===== src/rtl/seg7_pkg.sv =====
// Shared constants for active-low 7-segment display blocks.
// Segment vectors are ordered {g,f,e,d,c,b,a}; a 0 lights the segment.
package seg7_pkg;

   localparam logic [6:0] SEG_BLANK = 7'h7F;
   localparam logic [6:0] SEG_DASH  = 7'b0111111;
   localparam logic [3:0] AN_OFF    = 4'b1111;

   localparam logic [6:0] SEG_0 = 7'b1000000;
   localparam logic [6:0] SEG_1 = 7'b1111001;
   localparam logic [6:0] SEG_2 = 7'b0100100;
   localparam logic [6:0] SEG_3 = 7'b0110000;
   localparam logic [6:0] SEG_4 = 7'b0011001;
   localparam logic [6:0] SEG_5 = 7'b0010010;
   localparam logic [6:0] SEG_6 = 7'b0000010;
   localparam logic [6:0] SEG_7 = 7'b1111000;
   localparam logic [6:0] SEG_8 = 7'b0000000;
   localparam logic [6:0] SEG_9 = 7'b0010000;

   // Active-low anode pattern selecting one digit; idx 0 is the rightmost digit.
   function automatic logic [3:0] an_select(input logic [1:0] idx);
      return ~(4'b0001 << idx);
   endfunction

endpackage


===== src/rtl/bcd_to_seg7.sv =====
// BCD digit to active-low 7-segment decoder. Non-decimal codes show a dash
// so corrupted digits are visible rather than silently blank.
module bcd_to_seg7
   import seg7_pkg::*;
(
   input  logic [3:0] bcd,
   output logic [6:0] seg
);

   // Table lookup from digit value to segment pattern.
   always_comb begin
      seg = SEG_DASH;
      case (bcd)
         4'd0:    seg = SEG_0;
         4'd1:    seg = SEG_1;
         4'd2:    seg = SEG_2;
         4'd3:    seg = SEG_3;
         4'd4:    seg = SEG_4;
         4'd5:    seg = SEG_5;
         4'd6:    seg = SEG_6;
         4'd7:    seg = SEG_7;
         4'd8:    seg = SEG_8;
         4'd9:    seg = SEG_9;
         default: seg = SEG_DASH;
      endcase
   end

endmodule


===== src/rtl/seven_seg_scanner.sv =====
// Time-multiplexed 4-digit scanner for a common-anode display.
// Page 0 shows HH.MM, page 1 shows MM.SS. Digits are snapshotted once per
// frame so a frame never mixes old and new time values; the dot after the
// second digit from the left blinks at a frame-counted rate.
module seven_seg_scanner
   import seg7_pkg::*;
#(
   parameter int REFRESH_DIV  = 100_000,
   parameter int BLINK_FRAMES = 125
)
(
   input  logic       clk,
   input  logic       rst_n,
   input  logic [3:0] h2,
   input  logic [3:0] h1,
   input  logic [3:0] m2,
   input  logic [3:0] m1,
   input  logic [3:0] s2,
   input  logic [3:0] s1,
   input  logic       page,
   input  logic       blank_lz,
   output logic [3:0] an,
   output logic [6:0] seg,
   output logic       dp,
   output logic       frame_start
);

   localparam int DIV_W = (REFRESH_DIV  > 1) ? $clog2(REFRESH_DIV)  : 1;
   localparam int BLK_W = (BLINK_FRAMES > 1) ? $clog2(BLINK_FRAMES) : 1;

   localparam logic [DIV_W-1:0] DIV_LAST = DIV_W'(REFRESH_DIV - 1);
   localparam logic [DIV_W-1:0] DIV_ONE  = DIV_W'(1);
   localparam logic [DIV_W-1:0] DIV_ZERO = DIV_W'(0);
   localparam logic [BLK_W-1:0] BLK_LAST = BLK_W'(BLINK_FRAMES - 1);
   localparam logic [BLK_W-1:0] BLK_ONE  = BLK_W'(1);
   localparam logic [BLK_W-1:0] BLK_ZERO = BLK_W'(0);

   // Scan state
   logic [DIV_W-1:0] div_r;
   logic [1:0]       idx_r;
   logic             started_r;
   logic [15:0]      snap_r;
   logic             blink_r;
   logic [BLK_W-1:0] blink_cnt_r;
   logic             frame_start_r;

   // Output registers
   logic [3:0]       an_r;
   logic [6:0]       seg_r;
   logic             dp_r;

   // Combinational helpers
   logic             tick_s;
   logic             frame_tick_s;
   logic [15:0]      page_digits_s;
   logic [3:0]       cur_digit_s;
   logic [6:0]       dec_seg_s;
   logic             lz_blank_s;
   logic [3:0]       an_nxt_s;
   logic [6:0]       seg_nxt_s;
   logic             dp_nxt_s;

   assign tick_s       = (div_r == DIV_LAST);
   assign frame_tick_s = tick_s && (idx_r == 2'd3);

   // Page selection of the four digits to snapshot, leftmost in the top nibble.
   always_comb begin
      page_digits_s = {h2, h1, m2, m1};
      if (page) begin
         page_digits_s = {m2, m1, s2, s1};
      end else begin
         page_digits_s = {h2, h1, m2, m1};
      end
   end

   // Pick the snapshotted digit for the current slot.
   always_comb begin
      cur_digit_s = snap_r[3:0];
      case (idx_r)
         2'd0:    cur_digit_s = snap_r[3:0];
         2'd1:    cur_digit_s = snap_r[7:4];
         2'd2:    cur_digit_s = snap_r[11:8];
         2'd3:    cur_digit_s = snap_r[15:12];
         default: cur_digit_s = snap_r[3:0];
      endcase
   end

   bcd_to_seg7 u_dec (
      .bcd (cur_digit_s),
      .seg (dec_seg_s)
   );

   // Leading-zero blanking uses the live blank_lz so it reacts within a frame.
   assign lz_blank_s = (idx_r == 2'd3) && blank_lz && (cur_digit_s == 4'd0);

   // Next display values; held dark until the first slot tick after reset.
   always_comb begin
      an_nxt_s  = AN_OFF;
      seg_nxt_s = SEG_BLANK;
      dp_nxt_s  = 1'b1;
      if (started_r) begin
         if (lz_blank_s) begin
            an_nxt_s  = AN_OFF;
            seg_nxt_s = SEG_BLANK;
         end else begin
            an_nxt_s  = an_select(idx_r);
            seg_nxt_s = dec_seg_s;
         end
         dp_nxt_s = ~((idx_r == 2'd2) && blink_r);
      end else begin
         an_nxt_s  = AN_OFF;
         seg_nxt_s = SEG_BLANK;
         dp_nxt_s  = 1'b1;
      end
   end

   // Slot-rate divider: free-running modulo REFRESH_DIV counter.
   always_ff @(posedge clk or negedge rst_n) begin
      if (!rst_n) begin
         div_r <= DIV_ZERO;
      end else if (tick_s) begin
         div_r <= DIV_ZERO;
      end else begin
         div_r <= div_r + DIV_ONE;
      end
   end

   // Slot index advance; started latches on the first slot tick.
   always_ff @(posedge clk or negedge rst_n) begin
      if (!rst_n) begin
         idx_r     <= 2'd3;
         started_r <= 1'b0;
      end else if (tick_s) begin
         idx_r     <= idx_r + 2'd1;
         started_r <= 1'b1;
      end else begin
         idx_r     <= idx_r;
         started_r <= started_r;
      end
   end

   // Frame boundary: snapshot digits, pulse frame_start, advance blink timer.
   always_ff @(posedge clk or negedge rst_n) begin
      if (!rst_n) begin
         snap_r        <= 16'h0000;
         frame_start_r <= 1'b0;
         blink_cnt_r   <= BLK_ZERO;
         blink_r       <= 1'b0;
      end else if (frame_tick_s) begin
         snap_r        <= page_digits_s;
         frame_start_r <= 1'b1;
         if (blink_cnt_r == BLK_LAST) begin
            blink_cnt_r <= BLK_ZERO;
            blink_r     <= ~blink_r;
         end else begin
            blink_cnt_r <= blink_cnt_r + BLK_ONE;
         end
      end else begin
         frame_start_r <= 1'b0;
      end
   end

   // Registered display drive, one cycle behind the scan state.
   always_ff @(posedge clk or negedge rst_n) begin
      if (!rst_n) begin
         an_r  <= AN_OFF;
         seg_r <= SEG_BLANK;
         dp_r  <= 1'b1;
      end else begin
         an_r  <= an_nxt_s;
         seg_r <= seg_nxt_s;
         dp_r  <= dp_nxt_s;
      end
   end

   assign an          = an_r;
   assign seg         = seg_r;
   assign dp          = dp_r;
   assign frame_start = frame_start_r;

endmodule


===== config.mk =====
export PLATFORM = sky130hd
export DESIGN_NAME = seven_seg_scanner
export DESIGN_NICKNAME = d
export VERILOG_FILES = /design/src/rtl/seg7_pkg.sv /design/src/rtl/bcd_to_seg7.sv /design/src/rtl/seven_seg_scanner.sv
export SDC_FILE = /design/constraint.sdc
export NUM_CORES = 1
export LEC_CHECK = 0
export CAP_MARGIN = 20
export CORE_ASPECT_RATIO = 1.25
export CORE_MARGIN = 2
export CORE_UTILIZATION = 55
export DETAILED_ROUTE_END_ITERATION = 16
export PLACE_DENSITY = 0.8
export SYNTH_ARGS = -nofsm -noshare
export SYNTH_HDL_FRONTEND = slang
export SYNTH_HIERARCHICAL = 1
export SYNTH_SLANG_ARGS = --single-unit

===== constraint.sdc =====
create_clock -name clk -period 2.6 [get_ports clk]
set_input_delay 0.39 -clock clk [delete_from_list [all_inputs] [get_ports clk]]
set_output_delay 0.39 -clock clk [all_outputs]
set_load 0.1 [all_outputs]

Yosys cells after proc, flatten, opt, wreduce, memory -nomap -nowiden
Memory sizes are Yosys's and may differ from the RTL's.
Cells that the tools add are included.
{ "classes": {"n_addsub": 3, "eq_ne": 5, "shifts": 1, "mux": 10, "n_bitwise": 3, "n_reduce_logical": 7} }
{ "op_table": {"columns": ["operator", "n"], "rows": [
  ["$mux W7", 3],
  ["$add A17 B1 Y17 const B", 1],
  ["$eq A17 B17 Y1 const B", 1],
  ["$mux W17", 1],
  ["$mux W16", 1],
  ["$pmux W4 S4", 1],
  ["$mux W4", 2],
  ["$add A7 B1 Y7 const B", 1],
  ["$eq A7 B7 Y1 const B", 1],
  ["$eq A2 B2 Y1 const B", 2],
  ["$logic_and A1 B1 Y1", 4],
  ["$logic_not A4 Y1", 1],
  ["$not A4 Y4", 1],
  ["$shl A1 B2 Y4 const A", 1],
  ["$add A2 B1 Y2 const B", 1],
  ["$eq A2 B1 Y1 const B", 1],
  ["$logic_not A2 Y1", 1],
  ["$mux W1", 2],
  ["$not A1 Y1", 2],
  ["$reduce_and A2 Y1", 1]
]} }
{ "word_totals": {"regBits": 57, "mem_bits_ro": 112, "inputBits": 28, "out_inout_bits": 13, "word_cells": 40, "memories": 1} }
{ "memory_table": {"columns": ["memory", "words", "word_bits", "read_ports", "rd_clocked_by_memory_dff", "wr", "line_no", "text"], "rows": [
  ["(no name shown)", 16, 7, 1, 0, 0, "bcd_to_seg7.sv:13", "case (bcd)"]
]} }

Depth between registers and ports, before layout
{ "depth": {"ltp_word": 6, "depth_mapped": 10, "ltp_nobuf": 10} }

Modules after synthesis
The synthesis kept the hierarchy.
{ "modules_own_cells": {"columns": ["module", "n_inst", "cells_each", "area_each_um2", "seq_area_each_um2"], "rows": [
  ["seven_seg_scanner", 1, 258, 2727.6, 1443.9],
  ["bcd_to_seg7", 1, 31, 240.2, 0.0]
]} }

Worst setup path after synthesis
OpenSTA, ideal clock, no wires.
{ "synth_timing": {"kind": "flip-flop to flip-flop", "from": "register idx_r[0]", "to": "register seg_r[4], in the netlist seg[4]", "setup_time_ns": 0.072, "arrival_ns": 2.269, "t_required_ns": 2.528, "slack_ns": 0.258, "stages_incl_launch_ff": 11, "period_less_slack_ns": 2.342, "path_cell_list": "dfstp_2 > inv_1 > ha_1 > nor2b_1 > a21oi_1 > inv_1 > ha_1 > or2b_1 > a31oi_1 > nor2b_1 > o21ai_1"} }
{ "synth_between": {"elab_cells_between_ends": 11, "cone_classes": "3 x eq/ne; 3 x mux; 4 x reduce/logical; 1 x memory"} }
{ "synth_rtl": {"columns": ["item", "line_no", "text"], "rows": [
  ["from (decl)", "seven_seg_scanner.sv:40", "logic [1:0] idx_r;"],
  ["from (signal assigned)", "seven_seg_scanner.sv:134", "idx_r <= idx_r + 2'd1;"],
  ["from (signal assigned)", "seven_seg_scanner.sv:137", "idx_r <= idx_r;"],
  ["$eq A2 B2 Y1, or another cell as far along", "seven_seg_scanner.sv:79", "case (idx_r)"],
  ["$pmux W4 S4 (*)", "seven_seg_scanner.sv:79", null],
  ["via cur_digit_s[1]", "seven_seg_scanner.sv:56", "logic [3:0] cur_digit_s;"],
  ["$mem_v2 Z16 W7 (*)", null, null],
  ["via dec_seg_s[4]", "seven_seg_scanner.sv:57", "logic [6:0] dec_seg_s;"],
  ["$mux W7 (*)", "seven_seg_scanner.sv:102", "if (lz_blank_s) begin"],
  ["$mux W7 (*)", "seven_seg_scanner.sv:101", "if (started_r) begin"],
  ["via seg_nxt_s[4]", "seven_seg_scanner.sv:60", "logic [6:0] seg_nxt_s;"],
  ["to (signal assigned)", "seven_seg_scanner.sv:171", "seg_r <= seg_nxt_s;"],
  ["to (decl)", "seven_seg_scanner.sv:49", "logic [6:0] seg_r;"]
]} }
The timed path passes the listed nets; every way through them passes the cells marked *.
A chain may end at the register's enable or synchronous reset.

Worst setup path in the final report
{ "layout_timing": {"from": "register idx_r[0]", "to": "register seg_r[1], in the netlist seg[1]"} }
{ "layout_between": {"elab_chain_cells": 6, "elab_cells_between_ends": 11, "cone_classes": "3 x eq/ne; 3 x mux; 4 x reduce/logical; 1 x memory"} }
{ "layout_lines": {"columns": ["item", "line_no"], "rows": [
  ["$eq A2 B2 Y1, or another cell as far along", "seven_seg_scanner.sv:79"],
  ["$pmux W4 S4 (*)", "seven_seg_scanner.sv:79"],
  ["via cur_digit_s[2]", "seven_seg_scanner.sv:56"],
  ["branches (longest 2 deep; another with $mem_v2 Z16 W7)", null],
  ["$mux W7 (*)", "seven_seg_scanner.sv:102"],
  ["$mux W7 (*)", "seven_seg_scanner.sv:101"],
  ["via seg_nxt_s[1]", "seven_seg_scanner.sv:60"]
]} }
Mark *: on every way through the listed nets, which the timed path passes.

==> flow_summary.yaml <==
clocking:
  cts_tree: "yes"
  clockRootBuffer: "clkbuf_8"
  cts.sinks: 57
  numCtsBuffers: 9
  h-tree-depth: 3
  cts_max_path_buffers: 2
  cts.reportedPaths.clkPinSlew_ns: 0.06
  clk_latency_ns: 0.33
worst_setup_path:
  critPathLaunchType: "flop"
  crit_required_ns: 2.85
  worstPathArrival_ns: 2.76
  cp-end-kind: "flop"
  crit_type: "reg -> reg"
  crit_fanout: 8
  r2r_cells: 6
layout:
  n_antenna_cell: 0
  drive_gt1_frac: 0.1765
  utilization: 0.7096
  fillers: 365
  final_common_cell: "dfrtp_1"
  fin_area_mm2: 0.003656
  mostFrequentLayoutCells: "dfrtp_1, a21oi_1, clkdlybuf4s50_1"
  areaGrowthSynthToFinish_pct: 23.19
  fin_nets: 376
global_routing:
  grt_usage: 0.2295
  grt_pass1_vias: 2315
  grt_overflow: 0
  grt_antenna_before_repair: 0
  grt_max_degree: 42
  grt_pass1_wl_mm: 10.90
sta:
  tightest_slew_ns: 0.5052
  setup_tns_ns: 0
  timing.final.hold_violations: 0
  finalCriticalPeriod_ns: 2.504
  rsz0062_at_grt: "false"
  slew-limit-headroom: 0.6632
  slew_violations: 0
  skew_ns: 0.006814
  finalCritPeriodShare: 0.9631
  setup_slack_ns: 0.09594
  setup_viol: 0
  fmax_ghz: 0.3994
outcome:
  status: "completed"
hold_path:
  hold_path_class: "reg -> reg"
  hold_depth: 1
yosys:
  syn-instance-count: 289
  synthArstFlopShare: 1.000
  synth-edff-count: 0
  synth.distinct_cells: 47
  synth_ff_type: "dfrtp_1"
  ys_seq_elements: 57
  ys_seq_area_frac: 0.4865
  synthesis.area_mm2: 0.002968
  synth.avg_cell_area_um2: 10.27
  synthesis.nets: 330
  ys_warn_count: 6
drt:
  wl_per_cell_um: 15.66
  drt_iter0_markers: 177
  wl_mm: 6.296
  drc: 0
  drt_first_pass_iters: 4
  ant_nets: 0
  vias: 2325
  viasPerCell: 5.784
floorplanning:
  ios: 41
  coreArea_mm2: 0.005152
  rows: 29
  die_y_um: 86.13
  die_width_um: 69.70
  start_util: 0.5760
  die-area_mm2: 0.006003
place:
  dp_slack_ns: 0.1669
  gp_congestion: 0.7921
  io_buffer_count: 40
  dp_hpwl_mm: 4.388
  placed_area_mm2: 0.003403
power:
  ir_drop_mv: 0.3360
  fin_total_pwr_mw: 1.947
  leakage_nw: 1.612
  power.density_mw_per_mm2: 532.6
run:
  maxCapViolations: 0
[worst max-delay path, cell delays in order, from the launching register on]
cell and delay, ns:
dfstp_2 0.55, inv_1 0.10, ha_1 0.31, a222oi_1 0.39, mux2i_1 0.16, or4_1 0.70
o21ai_1 0.21
[stage by stage]
step / cells / hold WS (ns)
floorplan: 289 / 0.09441
finish: 402 / 0.4732
detailed placement: 385 / 0.3237
global placement: 385 / 0.3181
global route: 402 / 0.4975
CTS: 402 / 0.4804
[repair_timing]
item / CTS / global route
endpoints found under the hold margin: 16 / 0
endpoints found under the setup margin: 0 / 1
buffers inserted: 0 / 0
resized for setup: 0 / 1
hold buffers: 1 / 0
[area by class of cell]
class,count,area [µm²],share of cell area
Sequential cell,57,1444,0.3949
Clock buffer,12,165.2,0.04517
Timing Repair Buffer,52,455.4,0.1246
Multi-Input combinational cell,203,1395,0.3816
Clock inverter,4,73.82,0.02019
Inverter,12,45.04,0.01232
Tap cell,62,77.57,0.02122
[Yosys cell counts, types with 4 or more instances]
| cell type | n | share of area |
|---|---|---|
| xnor2_1 | 9 | 0.027 |
| nand3_1 | 11 | 0.019 |
| ha_1 | 13 | 0.055 |
| buf_2 | 7 | 0.012 |
| inv_1 | 12 | 0.015 |
| and4_1 | 4 | 0.012 |
| a31oi_1 | 7 | 0.015 |
| dfstp_2 | 14 | 0.12 |
| dfrtp_1 | 43 | 0.36 |
| nor2_1 | 11 | 0.014 |
| nor2b_1 | 10 | 0.021 |
| nand4_1 | 7 | 0.015 |
| xor2_1 | 5 | 0.015 |
| o21ai_0 | 6 | 0.010 |
| nand2_1 | 14 | 0.018 |
| a22oi_1 | 4 | 0.010 |
| mux2i_1 | 19 | 0.064 |
| o21ai_1 | 7 | 0.012 |
| clkbuf_1 | 8 | 0.010 |
| a21oi_1 | 39 | 0.066 |
| o31ai_1 | 5 | 0.013 |
[logic make-up after synthesis]
kind of cell / share of synthesized area
simple gates: 0.1556
compound gates: 0.1530
flops: 0.4865
buf+inv: 0.04469
mux: 0.06408
xor+xnor: 0.04132
fa+ha+maj: 0.05481
[final timing paths]
kind | start | endpoint | slack [ns]
max reg2reg | idx_r[0] | seg[1] | 0.1
max | idx_r[0] | seg[1] | 0.1
max in group asynchronous | rst_n | idx_r[0] | 1.25
min in group asynchronous | rst_n | div_r[14] | 0.50
min | blink_r | dp | 0.47
min reg2reg | blink_r | dp | 0.47
[metal layers]
layer	vias to the layer above	global-route usage	wire length, µm
li1	1129	-	-
met4	0	0.09965	106
met1	1115	0.2884	2704
met2	71	0.3671	3164
met5	-	0	0
met3	10	0.07286	321
[state kept, by name, indices dropped and copies added (netlist names)]
name	count
an	4
blink_cnt_r	7
blink_r	1
div_r	17
dp	1
frame_start	1
idx_r	2
seg	7
snap_r	16
started_r	1
[where the power goes]
part           switching [mW]  leakage, nW  internal (mW)
Sequential                  0        0.650          0.888
Clock                   0.358        0.123          0.618
Combinational          0.0347        0.840         0.0486
Total                   0.393         1.61           1.55
(Power assumes the default switching activity.)
